**src/rtl/gpio_pkg.sv**
```systemverilog
// Shared constants for the GPIO peripheral: register offsets, register-select
// decode over mem_addr[4:2], and the debounce counter width.
package gpio_pkg;

   localparam logic [4:0] GPIO_OUT_OFF     = 5'h00;
   localparam logic [4:0] GPIO_DIR_OFF     = 5'h04;
   localparam logic [4:0] GPIO_IN_OFF      = 5'h08;
   localparam logic [4:0] GPIO_RISE_EN_OFF = 5'h0C;
   localparam logic [4:0] GPIO_FALL_EN_OFF = 5'h10;
   localparam logic [4:0] GPIO_PEND_OFF    = 5'h14;
   localparam logic [4:0] GPIO_IRQ_EN_OFF  = 5'h18;
   localparam logic [4:0] GPIO_RSVD_OFF    = 5'h1C;

   localparam int GPIO_DEB_CNT_W = 16;

   typedef enum logic [2:0] {
      SEL_OUT     = GPIO_OUT_OFF[4:2],
      SEL_DIR     = GPIO_DIR_OFF[4:2],
      SEL_IN      = GPIO_IN_OFF[4:2],
      SEL_RISE_EN = GPIO_RISE_EN_OFF[4:2],
      SEL_FALL_EN = GPIO_FALL_EN_OFF[4:2],
      SEL_PEND    = GPIO_PEND_OFF[4:2],
      SEL_IRQ_EN  = GPIO_IRQ_EN_OFF[4:2],
      SEL_RSVD    = GPIO_RSVD_OFF[4:2]
   } gpio_sel_e;

endpackage

```
**src/rtl/gpio_in_filter.sv**
```systemverilog
// Per-line input conditioning: 2-flop synchronizer, plus a stability-window
// debounce filter when GPIO_DEBOUNCE_EN is defined.
module gpio_in_filter
   import gpio_pkg::*;
#(
   parameter int DEBOUNCE_CYCLES = 16
) (
   input  logic clk,
   input  logic rst_n,
   input  logic pad_i,
   output logic filt_o
);

   logic sync1_q, sync2_q;

   always_ff @(posedge clk) begin
      if (!rst_n) begin
         sync1_q <= 1'b0;
         sync2_q <= 1'b0;
      end else begin
         sync1_q <= pad_i;
         sync2_q <= sync1_q;
      end
   end

`ifdef GPIO_DEBOUNCE_EN
   localparam logic [GPIO_DEB_CNT_W-1:0] CNT_MAX = GPIO_DEB_CNT_W'(DEBOUNCE_CYCLES - 1);

   logic [GPIO_DEB_CNT_W-1:0] cnt_q, cnt_d;
   logic                      filt_q, filt_d;

   // Count consecutive cycles of disagreement; any agreement restarts the window.
   always_comb begin
      cnt_d  = '0;
      filt_d = filt_q;
      if (sync2_q != filt_q) begin
         if (cnt_q == CNT_MAX) begin
            filt_d = sync2_q;
         end else begin
            cnt_d = cnt_q + GPIO_DEB_CNT_W'(1);
         end
      end
   end

   always_ff @(posedge clk) begin
      if (!rst_n) begin
         cnt_q  <= '0;
         filt_q <= 1'b0;
      end else begin
         cnt_q  <= cnt_d;
         filt_q <= filt_d;
      end
   end

   assign filt_o = filt_q;
`else
   // Debounce window has no effect in this build.
   if (DEBOUNCE_CYCLES < 2) begin : g_unused_debounce
   end

   assign filt_o = sync2_q;
`endif

endmodule

```
**src/rtl/gpio_ctrl.sv**
```systemverilog
// Memory-mapped GPIO: OUT/DIR pad drive, synchronized input, rise/fall edge
// capture into sticky W1C PEND, level irq. Optional debounce via GPIO_DEBOUNCE_EN.
module gpio_ctrl
   import gpio_pkg::*;
#(
   parameter int NUM_GPIO        = 1,
   parameter int DEBOUNCE_CYCLES = 16
) (
   input  logic                clk,
   input  logic                rst_n,
   input  logic                mem_valid,
   output logic                mem_ready,
   input  logic [4:0]          mem_addr,
   input  logic [3:0]          mem_wstrb,
   input  logic [31:0]         mem_wdata,
   output logic [31:0]         mem_rdata,
   input  logic [NUM_GPIO-1:0] gpio_in,
   output logic [NUM_GPIO-1:0] gpio_out,
   output logic [NUM_GPIO-1:0] gpio_oe,
   output logic                irq
);

   typedef logic [NUM_GPIO-1:0] vec_t;

   vec_t out_q, out_d, dir_q, dir_d;
   vec_t rise_en_q, rise_en_d, fall_en_q, fall_en_d;
   vec_t pend_q, pend_d, irq_en_q, irq_en_d, prev_q, prev_d;
   vec_t filt, rise, fall, clr;
   logic        irq_q, irq_d, mem_ready_q, mem_ready_d;
   logic [31:0] mem_rdata_q, mem_rdata_d, rd_val, lane_mask;
   logic        accept, wr_en;
   gpio_sel_e   sel;
   logic [1:0]  unused_addr_lsb;

   assign unused_addr_lsb = mem_addr[1:0];

   function automatic logic [31:0] widen(input vec_t v);
      logic [31:0] r;
      r = '0;
      r[NUM_GPIO-1:0] = v;
      return r;
   endfunction

   function automatic logic [31:0] strb_to_mask(input logic [3:0] s);
      logic [31:0] m;
      for (int b = 0; b < 4; b++) m[8*b +: 8] = {8{s[b]}};
      return m;
   endfunction

   function automatic vec_t merge_bytes(input vec_t old, input logic [31:0] wd,
                                        input logic [31:0] m);
      logic [31:0] r;
      r = (widen(old) & ~m) | (wd & m);
      return r[NUM_GPIO-1:0];
   endfunction

   for (genvar i = 0; i < NUM_GPIO; i++) begin : g_in
      gpio_in_filter #(.DEBOUNCE_CYCLES(DEBOUNCE_CYCLES)) u_filt (
         .clk    (clk),
         .rst_n  (rst_n),
         .pad_i  (gpio_in[i]),
         .filt_o (filt[i])
      );
   end

   always_comb begin
      sel        = gpio_sel_e'(mem_addr[4:2]);
      accept     = mem_valid & ~mem_ready_q;
      wr_en      = accept & (mem_wstrb != 4'b0000);
      lane_mask  = strb_to_mask(mem_wstrb);
      out_d      = out_q;
      dir_d      = dir_q;
      rise_en_d  = rise_en_q;
      fall_en_d  = fall_en_q;
      irq_en_d   = irq_en_q;
      clr        = '0;
      rd_val     = '0;

      case (sel)
         SEL_OUT:     rd_val = widen(out_q);
         SEL_DIR:     rd_val = widen(dir_q);
         SEL_IN:      rd_val = widen(filt);
         SEL_RISE_EN: rd_val = widen(rise_en_q);
         SEL_FALL_EN: rd_val = widen(fall_en_q);
         SEL_PEND:    rd_val = widen(pend_q);
         SEL_IRQ_EN:  rd_val = widen(irq_en_q);
         default:     rd_val = '0;
      endcase

      if (wr_en) begin
         case (sel)
            SEL_OUT:     out_d     = merge_bytes(out_q, mem_wdata, lane_mask);
            SEL_DIR:     dir_d     = merge_bytes(dir_q, mem_wdata, lane_mask);
            SEL_RISE_EN: rise_en_d = merge_bytes(rise_en_q, mem_wdata, lane_mask);
            SEL_FALL_EN: fall_en_d = merge_bytes(fall_en_q, mem_wdata, lane_mask);
            SEL_IRQ_EN:  irq_en_d  = merge_bytes(irq_en_q, mem_wdata, lane_mask);
            SEL_PEND:    clr       = mem_wdata[NUM_GPIO-1:0] & lane_mask[NUM_GPIO-1:0];
            default:     ;
         endcase
      end

      // A fresh edge on the same bit as a W1C clear keeps the bit set.
      rise        = filt & ~prev_q & rise_en_q;
      fall        = ~filt & prev_q & fall_en_q;
      pend_d      = (pend_q & ~clr) | rise | fall;
      prev_d      = filt;
      irq_d       = |(pend_q & irq_en_q);
      mem_ready_d = accept;
      mem_rdata_d = accept ? rd_val : '0;
   end

   always_ff @(posedge clk) begin
      if (!rst_n) begin
         out_q       <= '0;
         dir_q       <= '0;
         rise_en_q   <= '0;
         fall_en_q   <= '0;
         pend_q      <= '0;
         irq_en_q    <= '0;
         prev_q      <= '0;
         irq_q       <= 1'b0;
         mem_ready_q <= 1'b0;
         mem_rdata_q <= '0;
      end else begin
         out_q       <= out_d;
         dir_q       <= dir_d;
         rise_en_q   <= rise_en_d;
         fall_en_q   <= fall_en_d;
         pend_q      <= pend_d;
         irq_en_q    <= irq_en_d;
         prev_q      <= prev_d;
         irq_q       <= irq_d;
         mem_ready_q <= mem_ready_d;
         mem_rdata_q <= mem_rdata_d;
      end
   end

   assign gpio_out  = out_q;
   assign gpio_oe   = dir_q;
   assign irq       = irq_q;
   assign mem_ready = mem_ready_q;
   assign mem_rdata = mem_rdata_q;

endmodule

```
**config.mk**
```make
export PLATFORM = sky130hd
export DESIGN_NAME = gpio_ctrl
export DESIGN_NICKNAME = d
export VERILOG_FILES = /design/src/rtl/gpio_pkg.sv /design/src/rtl/gpio_in_filter.sv /design/src/rtl/gpio_ctrl.sv
export SDC_FILE = /design/constraint.sdc
export NUM_CORES = 1
export LEC_CHECK = 0
export CAP_MARGIN = 0
export CORE_MARGIN = 2
export CORE_UTILIZATION = 31
export DETAILED_ROUTE_END_ITERATION = 7
export MAX_ROUTING_LAYER = met4
export PLACE_DENSITY_LB_ADDON = 0.3
export SYNTH_ARGS = -nofsm -noshare
export SYNTH_HDL_FRONTEND = slang
export SYNTH_SLANG_ARGS = --single-unit
```
**constraint.sdc**
```tcl
create_clock -name clk -period 2.26 [get_ports clk]
set_input_delay 0.452 -clock clk [delete_from_list [all_inputs] [get_ports clk]]
set_output_delay 0.452 -clock clk [all_outputs]
set_load 0.005 [all_outputs]
```
==> results.toml <==
[sta]
fin_tns_setup_ns = 0
slew_violations = 0
worst_clock_skew_ns = 0.00437
rsz0062_at_grt = "false"
fmax_mhz = 625
post-route-period-util_pct = 70.8
min_period_ns = 1.60
setup_viol = 0
finalHoldViolations = 0
fin_ws_ns = 0.660

[setup_path]
crit_required_ns = 1.81
cp_max_fo = 3
slowest_stage = "clkdlybuf4s50_1"
cp.arrival_ns = 1.15
cp-start-kind = "flip-flop"
cp_top_family = "buffers and inverters"
cp-end-kind = "primary output"
crit_type = "reg2out"
cp_num_buf_inv = 1
r2r_setup_slack_ns = 1.12
path_cells = "clkdlybuf4s50_1"
critPathMaxStageDelay_ns = 0.51

[clocking]
clock_latency_ns = 0.27
clock-sinks = 12
cts_tree = "built"
postCtsSetupBuffers = 0
cts-resized-gates = 0
root_buffer = "clkbuf_4"
clk_pin_slew_ns = 0.08
postCtsHoldBufs = 0
htreeDepth = 1
cts_buffer_depth = 2
cts_buffers = 3

[job]
drv_cap = 0

[power]
vdd_ir_drop_max_uv = 350
clkPwrFrac_pct = 38.8
power_leakage_uw = 0.000386
power_frac_seq_pct = 48.9
p_per_area_mw_per_mm2 = 528
switchingPower_uw = 107
p_sw_share_pct = 24.1
combinationalPowerShare_pct = 12.4
internal_power_uw = 338

[layout]
synthToLayoutAreaGrowth_pct = 7.83
final_nets = 145
diodes = 0
drive_above_1_share_pct = 8.08
fillers = 254
multi_input_area_sq_um = 393
seqCellArea_sq_um = 240

[placed_design]
io_buffers = 13
place_ws_ns = 0.405
globalplace.congestion = 0.725
detailed_place_hpwl_um = 947

[floorplan]
die-height_um = 54.3
core_area_sq_mm = 0.00243
placementRows = 18
initial_core_util_pct = 32.2
fp.dieW_um = 54.3
dieArea_sq_mm = 0.00294
boundaryPins = 81

[global_route]
grt_pass1_vias = 440
antenna_found_initial = 0
track_usage_pct = 9.24
grt_max_degree = 13
grt_overflow = 0
grt_pass1_wl_um = 1880

[logic_synthesis]
synth_edf_count = 0
yosys.cell_count.top_type = "buf_4"
synthDistinctLibCells = 28
synth-async-reset-ratio_pct = 0
synth_top_area_share_pct = 30.7
synth_area_leaders = "dfxtp_1 (31%), buf_4 (31%), mux2i_1 (7.7%)"
ys_ff_latch = 12
synth_top_area_cell = "dfxtp_1"
syn_area_sq_um = 783
avgSynthCellArea_sq_um = 9.11
synth_common_cells = "buf_4 (32), dfxtp_1 (12), nand2_1 (8), mux2i_1 (6), and2_1 (3)"
yosysWarnings = 0
syn_inst = 86
synth_seq_area_share_pct = 30.7
synth-main-ff-cell = "dfxtp_1"

[routing]
drt-initial-drc-count = 4
finalWirelength_um = 1190
drcViolationCount = 0
dr.pass1.iters = 4
wl_per_cell_um = 9.19
dr_total_vias = 521
final_antenna_net_count = 0
via_per_inst = 4.04

[min_path]
holdCritPathClass = "reg2reg"

[status]
status = "completed"
-- path summary, 6_finish.rpt --
path / from / to / cells after the start
setup / recovery: flip-flop / gpio_out / 1
hold / removal: g_in[0].u_filt.sync1_q$_SDFF_PN0_ / g_in[0].u_filt.filt_o$_SDFF_PN0_ / 1
setup reg to reg: mem_ready$_SDFF_PN0_ / flip-flop / 3
hold reg to reg: g_in[0].u_filt.sync1_q$_SDFF_PN0_ / g_in[0].u_filt.filt_o$_SDFF_PN0_ / 1
-- worst register-to-register path: cells and delay by family (launching register included) --
family | cells | cell delay (ns)
flops | 1 | 0.33
compound gates | 2 | 0.47
simple gates | 1 | 0.22
-- per-layer routing --
layer / part of all wire, % / GRT usage [%] / vias to the layer above
li1: - / - / 249
met1: 43 / 12.1 / 238
met2: 49 / 12.9 / 34
met3: 7.8 / 1.64 / 0
met4: 0 / 6.25 / 0
met5: 0 / - / -
-- power groups by stage --
stage	clock network, uW	logic, uW	registers (uW)
global route	190	64.3	219
global placement	0	54.3	223
floorplan	0	73.5	223
finish	173	55.1	218
detailed placement	0	54.3	223
CTS	177	54.5	218
-- stage by stage --
| step | utilization [%] | power, uW | instance area, sq um | instances | hold WS (ns) |
|---|---|---|---|---|---|
| 2_1_floorplan | - | 296 | 896 | 116 | 0.412 |
| 3_3_place_gp | 33.2 | 277 | 808 | 125 | 0.417 |
| 3_5_place_dp | 33.2 | 277 | 808 | 125 | 0.426 |
| 4_1_cts | 34.7 | 450 | 845 | 129 | 0.445 |
| 5_1_grt | 34.7 | 473 | 845 | 129 | 0.453 |
| 6_report | 34.7 | 446 | 845 | 129 | 0.439 |
-- cells by family (layout without fill, tap and decap cells) --
| logic type | Yosys count | count (layout) | share of synthesized area [%] |
|---|---|---|---|
| buffers and inverters | 36 | 19 | 33.5 |
| other | 1 | 31 | 0.479 |
| muxes | 7 | 7 | 9.11 |
| DFF | 12 | 12 | 30.7 |
| and+or+nand+nor | 22 | 22 | 17.9 |
| AOI/OAI and AO/OA | 8 | 8 | 8.31 |
-- placed cells by master, fill, tap and decap left out, types with 2 or more instances in the layout --
cell             synthesis  final
conb_1                   1     31
nor2_1                   2      2
clkbuf_4                 0      3
nand2_1                  8      8
and2_1                   3      3
nand3b_1                 2      2
dfxtp_1                 12     12
mux2i_1                  6      6
clkdlybuf4s50_1          0     13
-- area by class of cell --
| cell class | instances | area share [%] |
|---|---|---|
| Multi-Input combinational cell | 68 | 46.5 |
| Inverter | 2 | 0.889 |
| Sequential cell | 12 | 28.4 |
| Timing Repair Buffer | 13 | 15.4 |
| Tap cell | 30 | 4.44 |
| Clock buffer | 4 | 4.30 |
Power figures use the tool's default switching activity.
